### src/rtl/usart_pkg.sv
// Shared types and constants for the mcu8bit USART receive path.
package usart_pkg;

  typedef enum logic [2:0] {
    RX_IDLE   = 3'd0,
    RX_START  = 3'd1,
    RX_DATA   = 3'd2,
    RX_PARITY = 3'd3,
    RX_STOP   = 3'd4
  } rx_state_e;

  localparam logic [1:0] UPM_NONE = 2'b00;
  localparam logic [1:0] UPM_RSVD = 2'b01;
  localparam logic [1:0] UPM_EVEN = 2'b10;
  localparam logic [1:0] UPM_ODD  = 2'b11;

  localparam logic [2:0] UCSZ_5 = 3'b000;
  localparam logic [2:0] UCSZ_6 = 3'b001;
  localparam logic [2:0] UCSZ_7 = 3'b010;
  localparam logic [2:0] UCSZ_8 = 3'b011;
  localparam logic [2:0] UCSZ_9 = 3'b111;

  localparam int unsigned RX_WORD_W  = 11;
  localparam int unsigned RX_UPE_BIT = 10;
  localparam int unsigned RX_FE_BIT  = 9;

  // Number of data bits for a character-size code; reserved codes act as 8.
  function automatic logic [3:0] char_bits(input logic [2:0] ucsz);
    case (ucsz)
      UCSZ_5:  char_bits = 4'd5;
      UCSZ_6:  char_bits = 4'd6;
      UCSZ_7:  char_bits = 4'd7;
      UCSZ_8:  char_bits = 4'd8;
      UCSZ_9:  char_bits = 4'd9;
      default: char_bits = 4'd8;
    endcase
  endfunction

endpackage

### src/rtl/usart_rx_sampler.sv
// rxd synchroniser, oversample slot counter and 3-sample majority vote.
module usart_rx_sampler #(
  parameter int unsigned SYNC_STAGES = 2
) (
  input  logic cp2,
  input  logic ireset,
  input  logic rxd,
  input  logic baud_tick,
  input  logic u2x,
  input  logic active,
  input  logic start,
  output logic rxd_sync,
  output logic vote_valid,
  output logic vote_bit,
  output logic slot_end
);

  logic [SYNC_STAGES-1:0] sync_q, sync_d;
  logic [3:0] slot_q, slot_d;
  logic [1:0] samp_q, samp_d;
  logic [3:0] slot_cur;
  logic [3:0] slot_first, slot_mid, slot_last, slot_n;

  assign rxd_sync = sync_q[SYNC_STAGES-1];

  // Slot of the current tick. With N=16 the 4-bit counter holds slot 16 as 0,
  // so plain wrap-around gives 16 -> 1; with N=8 it is wrapped explicitly.
  always_comb begin
    slot_n     = u2x ? 4'd8 : 4'd0;
    slot_first = u2x ? 4'd4 : 4'd8;
    slot_mid   = u2x ? 4'd5 : 4'd9;
    slot_last  = u2x ? 4'd6 : 4'd10;
    if (u2x && slot_q == 4'd8) slot_cur = 4'd1;
    else                       slot_cur = slot_q + 4'd1;
    vote_valid = active && baud_tick && (slot_cur == slot_last);
    slot_end   = active && baud_tick && (slot_cur == slot_n);
    vote_bit   = (samp_q[0] & samp_q[1]) | (samp_q[0] & rxd_sync) |
                 (samp_q[1] & rxd_sync);
  end

  // Next-state for synchroniser, slot counter and captured samples.
  always_comb begin
    sync_d = {sync_q[SYNC_STAGES-2:0], rxd};
    slot_d = slot_q;
    samp_d = samp_q;
    if (start) begin
      slot_d = 4'd1;
      samp_d = '1;
    end else if (!active) begin
      slot_d = '0;
      samp_d = '1;
    end else if (baud_tick) begin
      slot_d = slot_cur;
      if (slot_cur == slot_first) samp_d[0] = rxd_sync;
      if (slot_cur == slot_mid)   samp_d[1] = rxd_sync;
    end
  end

  // Sampler state registers.
  always_ff @(posedge cp2 or negedge ireset) begin
    if (!ireset) begin
      sync_q <= '1;
      slot_q <= '0;
      samp_q <= '1;
    end else begin
      sync_q <= sync_d;
      slot_q <= slot_d;
      samp_q <= samp_d;
    end
  end

endmodule

### src/rtl/usart_rx_core.sv
// USART receive FSM: deserialise, check parity/stop, write status-tagged words.
module usart_rx_core
  import usart_pkg::*;
#(
  parameter int unsigned SYNC_STAGES = 2
) (
  input  logic                 cp2,
  input  logic                 ireset,
  input  logic                 rxd,
  input  logic                 rx_en,
  input  logic                 baud_tick,
  input  logic                 u2x,
  input  logic [2:0]           ucsz,
  input  logic [1:0]           upm,
  input  logic                 fifo_full,
  output logic [RX_WORD_W-1:0] fifo_din,
  output logic                 fifo_we,
  output logic                 dor,
  output logic                 rx_busy
);

  rx_state_e state_q, state_d;
  logic [3:0] bit_cnt_q, bit_cnt_d;
  logic [8:0] data_q, data_d;
  logic       upe_q, upe_d;
  logic [2:0] ucsz_q, ucsz_d;
  logic [1:0] upm_q, upm_d;
  logic       u2x_q, u2x_d;
  logic [RX_WORD_W-1:0] fifo_din_q, fifo_din_d;
  logic       fifo_we_q, fifo_we_d;
  logic       dor_q, dor_d;

  logic rxd_sync, vote_valid, vote_bit, slot_end;
  logic start, active, exp_par, fe;
  logic [3:0] nbits;

  assign active   = (state_q != RX_IDLE);
  assign rx_busy  = active;
  assign fifo_din = fifo_din_q;
  assign fifo_we  = fifo_we_q;
  assign dor      = dor_q;

  usart_rx_sampler #(
    .SYNC_STAGES(SYNC_STAGES)
  ) u_sampler (
    .cp2       (cp2),
    .ireset    (ireset),
    .rxd       (rxd),
    .baud_tick (baud_tick),
    .u2x       (u2x_q),
    .active    (active),
    .start     (start),
    .rxd_sync  (rxd_sync),
    .vote_valid(vote_valid),
    .vote_bit  (vote_bit),
    .slot_end  (slot_end)
  );

  // Next-state, deserialisation, parity/stop checking and FIFO write.
  always_comb begin
    state_d    = state_q;
    bit_cnt_d  = bit_cnt_q;
    data_d     = data_q;
    upe_d      = upe_q;
    ucsz_d     = ucsz_q;
    upm_d      = upm_q;
    u2x_d      = u2x_q;
    fifo_din_d = fifo_din_q;
    fifo_we_d  = 1'b0;
    dor_d      = dor_q;
    start      = 1'b0;
    nbits      = char_bits(ucsz_q);
    exp_par    = (upm_q == UPM_ODD) ? ~(^data_q) : (^data_q);
    fe         = ~vote_bit;

    if (!rx_en) begin
      state_d   = RX_IDLE;
      bit_cnt_d = '0;
      dor_d     = 1'b0;
    end else begin
      case (state_q)
        RX_IDLE: begin
          if (baud_tick && !rxd_sync) begin
            state_d   = RX_START;
            start     = 1'b1;
            bit_cnt_d = '0;
            data_d    = '0;
            upe_d     = 1'b0;
            ucsz_d    = ucsz;
            upm_d     = upm;
            u2x_d     = u2x;
          end
        end
        RX_START: begin
          if (vote_valid && vote_bit) begin
            state_d = RX_IDLE;
          end else if (slot_end) begin
            state_d   = RX_DATA;
            bit_cnt_d = '0;
          end
        end
        RX_DATA: begin
          if (vote_valid) begin
            data_d[bit_cnt_q] = vote_bit;
            bit_cnt_d         = bit_cnt_q + 4'd1;
          end
          if (slot_end && bit_cnt_q == nbits) begin
            state_d = upm_q[1] ? RX_PARITY : RX_STOP;
          end
        end
        RX_PARITY: begin
          if (vote_valid) upe_d = (vote_bit != exp_par);
          if (slot_end)   state_d = RX_STOP;
        end
        RX_STOP: begin
          if (vote_valid) begin
            state_d = RX_IDLE;
            if (!fifo_full) begin
              fifo_we_d  = 1'b1;
              fifo_din_d = {upe_q, fe, data_q};
              dor_d      = 1'b0;
            end else begin
              dor_d = 1'b1;
            end
          end
        end
        default: state_d = RX_IDLE;
      endcase
    end
  end

  // Receiver state registers.
  always_ff @(posedge cp2 or negedge ireset) begin
    if (!ireset) begin
      state_q    <= RX_IDLE;
      bit_cnt_q  <= '0;
      data_q     <= '0;
      upe_q      <= 1'b0;
      ucsz_q     <= UCSZ_8;
      upm_q      <= UPM_NONE;
      u2x_q      <= 1'b0;
      fifo_din_q <= '0;
      fifo_we_q  <= 1'b0;
      dor_q      <= 1'b0;
    end else begin
      state_q    <= state_d;
      bit_cnt_q  <= bit_cnt_d;
      data_q     <= data_d;
      upe_q      <= upe_d;
      ucsz_q     <= ucsz_d;
      upm_q      <= upm_d;
      u2x_q      <= u2x_d;
      fifo_din_q <= fifo_din_d;
      fifo_we_q  <= fifo_we_d;
      dor_q      <= dor_d;
    end
  end

endmodule

### config.mk
export PLATFORM = sky130hd
export DESIGN_NAME = usart_rx_core
export DESIGN_NICKNAME = d
export VERILOG_FILES = /design/src/rtl/usart_pkg.sv /design/src/rtl/usart_rx_sampler.sv /design/src/rtl/usart_rx_core.sv
export SDC_FILE = /design/constraint.sdc
export NUM_CORES = 1
export LEC_CHECK = 0
export CORE_ASPECT_RATIO = 1.25
export CORE_MARGIN = 2
export CORE_UTILIZATION = 50
export CTS_CLUSTER_SIZE = 40
export DETAILED_ROUTE_END_ITERATION = 8
export PLACE_DENSITY = 0.69
export SETUP_SLACK_MARGIN = 0.02
export SLEW_MARGIN = 20
export SYNTH_ARGS = -nofsm -noshare
export SYNTH_HDL_FRONTEND = slang
export SYNTH_HIERARCHICAL = 1
export SYNTH_SLANG_ARGS = --single-unit
### constraint.sdc
create_clock -name cp2 -period 6.1 [get_ports cp2]
set_input_delay 1.22 -clock cp2 [delete_from_list [all_inputs] [get_ports cp2]]
set_output_delay 1.22 -clock cp2 [all_outputs]
set_load 0.1 [all_outputs]
==> metrics, run 1 <==
Seq/Total Area, Yosys=0.441; Hold Path Class=reg -> reg; largest cells by area after synthesis=dfrtp_1 38%, nand2_1 8.1%, dfstp_2 6.3%; r2r setup slk=2.66 ns; Setup WS post-layout=2.10 ns; worst rel slew slack=0.289; initial antenna violation count=0; row count=28; Fin. Hold Viols=0; # setup viols final=0; max-cap violations=0; Critical Path Source Type=input pin; Total Wirelength=5020 µm; Post-synth EDFFs=0; Max H-tree Level=2; detailed-route DRC error count=0; fin crit period=4.00 ns; Num CTS Buffers=5; largest area contributor in the netlist=dfrtp_1; status=finished clean; VDD IR max=0.275 mV; GRT Residual Overflow=0; clock share of power=0.217; clk_lat worst skew=0.30 ns; multi-input logic area=1280 µm²; Detail Route Antenna Nets=0; DR pass1 iterations=4; filler cell count in the final layout=428; Synth top area share=0.378; Synth warnings=6; num ports=26; CTS clk-pin slew, worst paths=0.09 ns; hold_buf cts=0; CP endpoint kind=register; Main synth FF type=dfrtp_1; HPWL after DPL=3540 µm; Worst EP required=6.35 ns; FFs w/ async S/R, synth=1.00; fin crit share=0.656; Synth Area per Inst=9.08 µm²; clk buf depth=2; Internal=635 µW; IO buf count=25; Max Clk Rate=0.250 GHz; slew of the pin with the lowest slew margin=1.06 ns; Total GRT Usage=0.205; RSZ-0062 raised after global routing=false; Final Slew Violations=0; die area=5620 µm²; CTS tree=yes; Switch Pwr=427 µW; postcts setup bufs=0; Fin Clk Skew=0.00838 ns; Power Dens Cells=370 nW/µm²; most frequent cells in the layout=54 x nand2_1, 38 x dfrtp_1, 26 x o21ai_0; Final TNS setup=0 ns; via count=1988; Crit Path Class=in -> reg; Hold Path Depth=0; initial drt markers=119; Yosys reg bits=44; pre-CTS worst setup slack=1.82 ns; share of post-route cells with drive strength above 1=0.0940; vias in the first global route=1915; post-DR vias/cell=5.55; root buffer cell=clkbuf_8; die width=67.4 µm; hold_sp=u_sampler/sync_q[0]; Worst R2R End=fifo_din[1]; post-synthesis cell type count=57; clock sinks=44; ant diodes=0; Hold Path End=u_sampler/sync_q[1]; Synth Instances=277; first-pass GRT wire length=9090 µm; Final Wtd Congestion=0.824; DR WL/cell=14.0 µm; worst r2r src=u_sampler/slot_q[0]; Mapped Area=2510 µm²; DIE HEIGHT=83.3 µm; WP data arrival=4.25 ns; reg2reg path depth=12; CP Max Fanout=14; pin count of the biggest net entering global routing=45; CTS resizes=0; Area growth syn-to-layout=14.3%; Cells after DPL=350; Final Non-Filler Cells=358; Post-Syn Nets=295; sw frac=0.402; Seq pwr share=0.403; Lkg Pwr=0.00122 µW; Starting Density=0.524; most frequent standard cell in the layout excluding fill and tap cells=nand2_1; core footprint=4800 µm²; Logic pwr share=0.380; register area=1110 µm²; post-layout net count=315
power by group through the flow:
stage	combinational (µW)	sequential, µW	clock [µW]
after floorplan	359	391	0
after global placement	399	431	0
after detailed placement	401	432	0
after CTS	404	426	237
after global routing	452	440	250
final	404	428	231
cells in the mapped netlist, types with 6 or more instances:
master    number
inv_1         11
o21ai_0       26
nand3_1        6
nand2b_1       8
dfrtp_1       38
ha_1           6
nor2_1        12
nand2_1       54
a21oi_1       17
dfstp_2        6
xnor2_1       12
nor3_1         6
registers in the layout (all words and copies together), names as in the netlist:
register and count:
fifo_din 11, data_q 9, bit_cnt_q 4, u_sampler/slot_q 4, state_q 3, ucsz_q 3, u_sampler/samp_q 2, u_sampler/sync_q 2
upm_q 2, dor 1, fifo_we 1, u2x_q 1, upe_q 1
critical path, cell delays in order:
cell             delay, ns
clkdlybuf4s50_1       0.65
and3_1                0.26
nand3_1               0.09
nor3_1                0.81
nand3b_1              0.21
or3_1                 0.60
clkinv_1              0.26
nand2_1               0.09
nand2_1               0.06
worst max path at each step:
stage                     depth (start not counted)  slack, ns       from           end
after global routing                              9       1.80  baud_tick   fifo_din[3]
after floorplan                                  10       2.91  baud_tick  bit_cnt_q[3]
final                                             9       2.10  baud_tick   fifo_din[1]
after global placement                            9       1.89  baud_tick   fifo_din[4]
after detailed placement                          9       1.82  baud_tick   fifo_din[4]
after CTS                                         9       2.11  baud_tick   fifo_din[1]
layer usage:
| metal | track usage | part of all wire |
|---|---|---|
| met3 | 0.0366 | 0.032 |
| met4 | 0.0649 | 0.014 |
| met5 | 0 | 0 |
| met1 | 0.277 | 0.47 |
| met2 | 0.329 | 0.48 |
per-stage QoR:
step	utilization	cell area (µm²)	total power, µW	hold slack, ns
after floorplan	-	2510	750	0.345
after CTS	0.599	2870	1070	0.362
final	0.599	2870	1060	0.361
after detailed placement	0.575	2760	834	0.350
after global routing	0.599	2870	1140	0.366
after global placement	0.575	2760	830	0.348
cells by family after synthesis:
group,Yosys count,synth area share
AO/OA/AOI/OAI,66,0.160
AND/OR/NAND/NOR,115,0.234
flip-flops,44,0.441
multiplexers,8,0.0343
buffers and inverters,24,0.0488
adder cells (fa/ha/maj),7,0.0338
XOR/XNOR,13,0.0483
final cells by class:
class	instances	share of cell area
Clock inverter	3	0.0165
Multi-Input combinational cell	209	0.447
Timing Repair Buffer	25	0.0853
Inverter	12	0.0157
Clock buffer	5	0.0239
Tap cell	60	0.0261
Sequential cell	44	0.386
Power figures use the tool's default switching activity.
==> inputs of run 2 (changes only) <==
Settings changed: PLACE_DENSITY 0.69 to 0.71.
Clock period 6.1 ns to 3.2 ns, I/O delays scaled along.
==> metrics, run 2 (synthesis gave the netlist of run 1 again) <==
status=finished clean (unchanged); ant diodes=0 (unchanged); Final Slew Violations=0 (unchanged); max-cap violations=0 (unchanged); slew of the pin with the lowest slew margin=0.557 ns (was 1.06 ns); filler cell count in the final layout=430 (was 428); worst rel slew slack=0.629 (was 0.289); # setup viols final=0 (unchanged); CTS clk-pin slew, worst paths=0.09 ns (about the same); Area growth syn-to-layout=16.5% (was 14.3%); Switch Pwr=803 µW (was 427 µW); Fin Clk Skew=0.00908 ns (was 0.00838 ns); sw frac=0.368 (was 0.402); Total GRT Usage=0.203 (was 0.205); Logic pwr share=0.367 (was 0.380); met2 usage=0.329 (about the same); DR WL/cell=13.9 µm (was 14.0 µm); Crit Path Class=reg -> reg (was in -> reg); GRT Residual Overflow=0 (unchanged); fin crit period=2.92 ns; vias in the first global route=1992 (was 1915); initial drt markers=114 (was 119); Worst EP required=3.43 ns (was 6.35 ns); Final Wtd Congestion=0.857 (was 0.824); GR Util met1=0.271 (was 0.277); most frequent cells in the layout=54 x nand2_1, 38 x dfrtp_1, 26 x o21ai_0 (unchanged); RSZ-0062 raised after global routing=false (unchanged); reg2reg path depth=13 (was 12); post-DR vias/cell=5.59 (was 5.55); CP endpoint kind=register (unchanged); die width=67.4 µm (unchanged); detailed-route DRC error count=0 (unchanged); r2r setup slk=0.28 ns (was 2.66 ns); via count=2036 (was 1988); Tot Pwr=2180 µW (was 1060 µW); core footprint=4800 µm² (unchanged); CP delay by family, top=simple AND/OR/NAND/NOR gates (unchanged); clk_lat worst skew=0.30 ns (about the same); HPWL after DPL=3640 µm (was 3540 µm); VDD IR max=0.600 mV (was 0.275 mV); Hold Path Class=in -> async (was reg -> reg); DIE HEIGHT=83.3 µm (unchanged); most frequent standard cell in the layout excluding fill and tap cells=nand2_1 (unchanged); first-pass GRT wire length=8950 µm (was 9090 µm); fin crit share=0.914; clock share of power=0.266 (was 0.217); clock sinks=44 (unchanged); row count=28 (unchanged); CP Cell Sequence=inv_1 > ha_1 > nand2_1 > or2_2 > and3_1 > nand3_1 > nor3_1 > buf_4 > a21oi_2 > a21oi_1 > or3_1 > or3_1 > a21oi_1 (was clkdlybuf4s50_1 > and3_1 > nand3_1 > nor3_1 > nand3b_1 > or3_1 > clkinv_1 > nand2_1 > nand2_1); Fin. Hold Viols=0 (unchanged); IO buf count=25 (unchanged); Power Dens Cells=744 nW/µm² (was 370 nW/µm²); Starting Density=0.524 (unchanged); Final TNS setup=0 ns (unchanged); num ports=26 (unchanged); Num CTS Buffers=5 (unchanged); post-layout net count=321 (was 315); WP data arrival=3.15 ns (was 4.25 ns); hold_buf cts=0 (unchanged); initial antenna violation count=0 (unchanged); root buffer cell=clkbuf_8 (unchanged); Seq pwr share=0.367 (was 0.403); Crit-path slowest cell=dfrtp_1 (was nor3_1); CTS tree=yes (unchanged); met3 Use GR=0.0366 (unchanged); Detail Route Antenna Nets=0 (unchanged); share of post-route cells with drive strength above 1=0.158 (was 0.0940); Internal=1380 µW (was 635 µW); grt peak-use layer=met2 (unchanged); CP Max Fanout=9 (was 14); worst r2r src=u_sampler/slot_q[0] (unchanged); Lkg Pwr=0.00130 µW (was 0.00122 µW); clk buf depth=2 (unchanged); Max Clk Rate=0.342 GHz; DR pass1 iterations=4 (unchanged); Max H-tree Level=2 (unchanged); CTS resizes=0 (unchanged); Critical Path Source Type=register (was input pin); pin count of the biggest net entering global routing=45 (unchanged); Largest register FFs=11 (unchanged); Worst R2R End=bit_cnt_q[3] (was fifo_din[1]); Worst path max stage delay=0.47 ns (was 0.81 ns); Total Wirelength=5050 µm (was 5020 µm); CP bufs+invs=2 (unchanged); postcts setup bufs=0 (unchanged); die area=5620 µm² (unchanged)
## run 2: final cells by class
type | instances | area (µm²) | share of cell area
repair buffers | 31 | 258 | 0.0880
clock buffers | 5 | 68.8 | 0.0235
flip-flops and latches | 44 | 1110 | 0.378
inverters | 12 | 45.0 | 0.0154
multi-input cells | 209 | 1280 | 0.438
well taps | 60 | 75.1 | 0.0256
clock inverters | 3 | 90.1 | 0.0308
## run 2: worst max path at each step
stage	startpoint	to	slack [ns]	cells after the start
detailed placement	baud_tick	bit_cnt_q[3]	0.29	10
CTS	u_sampler/slot_q[0]	bit_cnt_q[3]	0.28	13
finish	u_sampler/slot_q[0]	bit_cnt_q[3]	0.28	13
floorplan	state_q[0]	bit_cnt_q[3]	0.15	10
global placement	baud_tick	bit_cnt_q[3]	0.33	10
global route	u_sampler/slot_q[0]	bit_cnt_q[3]	0.07	13
## run 2: stage by stage
stage / instances / util / cell area, µm² / setup WS [ns] / hold WS [ns]
2_1_floorplan: 277 / - / 2510 / 0.148 / 0.344
3_3_place_gp: 356 / 0.577 / 2770 / 0.333 / 0.346
3_5_place_dp: 356 / 0.577 / 2770 / 0.294 / 0.360
4_1_cts: 364 / 0.610 / 2930 / 0.281 / 0.372
5_1_grt: 364 / 0.610 / 2930 / 0.0675 / 0.379
6_report: 364 / 0.610 / 2930 / 0.276 / 0.333
## run 2: power by group through the flow
stage | combinational (µW) | clock [µW] | sequential (µW)
after detailed placement | 796 | 0 | 808
after floorplan | 683 | 0 | 745
after global routing | 899 | 620 | 820
final | 799 | 580 | 801
after CTS | 800 | 596 | 798
after global placement | 778 | 0 | 806
## run 2: metal layers
layer  share of wire  wire (µm)
met1            0.45       2280
met2            0.49       2470
met4           0.016         82
met5               0          0
met3           0.041        205
==> variant (config.mk and constraints of run 1) <==
Encoding of `rx_state_e`: now one-hot (5 bits for 5 states).
--- a/src/rtl/usart_pkg.sv
+++ b/src/rtl/usart_pkg.sv
@@ -1,12 +1,12 @@
 // Shared types and constants for the mcu8bit USART receive path.
 package usart_pkg;
 
-  typedef enum logic [2:0] {
-    RX_IDLE   = 3'd0,
-    RX_START  = 3'd1,
-    RX_DATA   = 3'd2,
-    RX_PARITY = 3'd3,
-    RX_STOP   = 3'd4
+  typedef enum logic [4:0] {
+    RX_IDLE   = 5'b00001,
+    RX_START  = 5'b00010,
+    RX_DATA   = 5'b00100,
+    RX_PARITY = 5'b01000,
+    RX_STOP   = 5'b10000
   } rx_state_e;
 
   localparam logic [1:0] UPM_NONE = 2'b00;
Formal check against the unedited RTL: same outputs for any inputs over 10 cycles, from zero or initial values and one cycle with ireset low; not proved beyond that.
==> variant against run 1 <==
Setup slack worse by 61 ps; final cell count fell by 0.84%; wire length increased by 5.0%; first-iteration DRC count is 20% lower; sequential cell count rose by 2; register-to-register slack lost 30 ps; via count grew 3.5%; final area grew 5.2%; hold slack got worse by 2.8 ps; area after synthesis is 7.2% higher; critical endpoint is now bit_cnt_q[1]; largest cell class unchanged.
Power is not compared: it rests on default switching activity, and its combinational part moved more than twofold at a synthesized area within 25%.
==> variant: results (changes against run 1) <==
Worst path max stage delay 820 ps; number of global-route vias before repair 1948 (+1.7%); worst-case reg-to-reg path depth 12 (unchanged); Top delay family on crit path simple AND/OR/NAND/NOR gates; Max VDD drop approximately 0.15 mV; syn nets 288 (-2.4%); Largest register FFs 11 (unchanged); reg2reg start u_sampler/slot_q[0]; worst rel slew slack 28.18% (-0.73 points); initial antenna violation count 0 (unchanged); Worst Hold Path EP u_sampler/sync_q[1]; CTS HTree Levels 2 (unchanged); Tightest Hold Check Type flop to flop; Final Skew 7.826 ps (-0.5535 ps); top_reg_cell synth dfrtp_1; Commonest cells post-synth 45 x nand2_1, 39 x dfrtp_1, 16 x nor2_1; share of cells above drive strength 1 10.58% (+1.2 points); largest net degree at the start of global routing 47 (+4.4%); sequential area share after synthesis 43.02% (-1.1 points); # nets final 311 (-1.3%); Worst-Skew Late Latency 300 ps (about the same); crit-path max FO 12 (-2); drt wl/cell 14.84 um (+5.8%); post-route cell area 3024 um2 (+5.2%); Post-DP Area 2943 um2 (+6.7%); Initial DRC Count 95 (-20%); switching pwr 0.2338 mW; hold path depth 0 (unchanged); DRT Pass-1 Iters 4 (unchanged); Setup crit end bit_cnt_q[1]; largest cells by area after synthesis dfrtp_1 36%, dfstp_2 6.8%, nand2_1 6.3%; first-pass GRT wire length 9094 um (unchanged); WP data arrival 4290 ps (+40 ps); vias post-DR 2057 (+3.5%); DPL Wire Length 3856 um (+8.8%); post-synth cell types 67 (+18%); slowest stage cell, crit path nor3_1; Final Wtd Congestion 0.9165 (+11%); filler-free cell count of the finished design 355 (-0.84%); crit path from baud_tick; Placed Instances 348 (-0.57%); cells after synthesis 270 (-2.5%); IO buf count 25 (unchanged); total track usage 18.76% (-1.7 points); Hold Slack 358.0 ps (-2.845 ps); clk buf depth 2 (unchanged); Post CTS Setup Buffer Count 0 (unchanged); static leakage roughly 1.2 nW; PostCTS Resize Cnt 0 (unchanged); status finished clean; r2r setup slk 2630 ps (-30 ps); Ys Warns 6 (unchanged); Clk pin slew, worst setup/hold paths 80 ps; cts bufs inserted 5 (unchanged)
[variant: cell types whose count changed in the layout (fill, tap and decap cells not counted), sizes merged, moves of 3 or more]
cell and delta:
nand2 -9, a22o +7, nor2 +5, and3 +3, a21oi -8, nand3 +4
mux2 +12, o21ai -19
[variant: routing by layer]
layer / vias up / share of wire [%] / track usage (%)
met5: - / 0 / 0
met4: 0 / 1.7 / 7.343
met3: 9 / 2.8 / 2.468
met2: 43 / 50 / 34.09
met1: 1003 / 45 / 22.57
li1: 1002 / - / -
[variant: area by class of cell]
cell class / instances / area, um2
clock inverters: 2 / 10.01
flip-flops and latches: 46 / 1160
fillers: 482 / 2128
well taps: 62 / 77.57
inverters: 11 / 41.29
repair buffers: 25 / 247.7
clock buffers: 5 / 68.82
multi-input cells: 204 / 1419
[variant: logic make-up after synthesis]
group	count (synthesis)	synth area share, %
AO/OA/AOI/OAI	53	15.13
multiplexers	20	8.213
flip-flops	46	43.02
adder cells (fa/ha/maj)	7	3.155
AND/OR/NAND/NOR	112	21.95
buffers and inverters	20	4.362
XOR/XNOR	12	4.176
[variant: per-stage QoR]
stage | worst slack [ps] | power (mW)
global placement | 1913 | 0.5483
detailed placement | 1809 | 0.5506
floorplan | 2951 | 0.5056
finish | 2037 | 0.7190
CTS | 2119 | 0.7283
global route | 1838 | 0.7634
[variant: power groups by stage]
stage          Sequential [mW]  Clock (mW)  Combinational (mW)
2_1_floorplan            0.362           0               0.144
3_3_place_gp             0.376           0               0.173
3_5_place_dp             0.376           0               0.174
4_1_cts                  0.370       0.183               0.175
5_1_grt                  0.376       0.196               0.191
6_report                 0.370       0.175               0.174
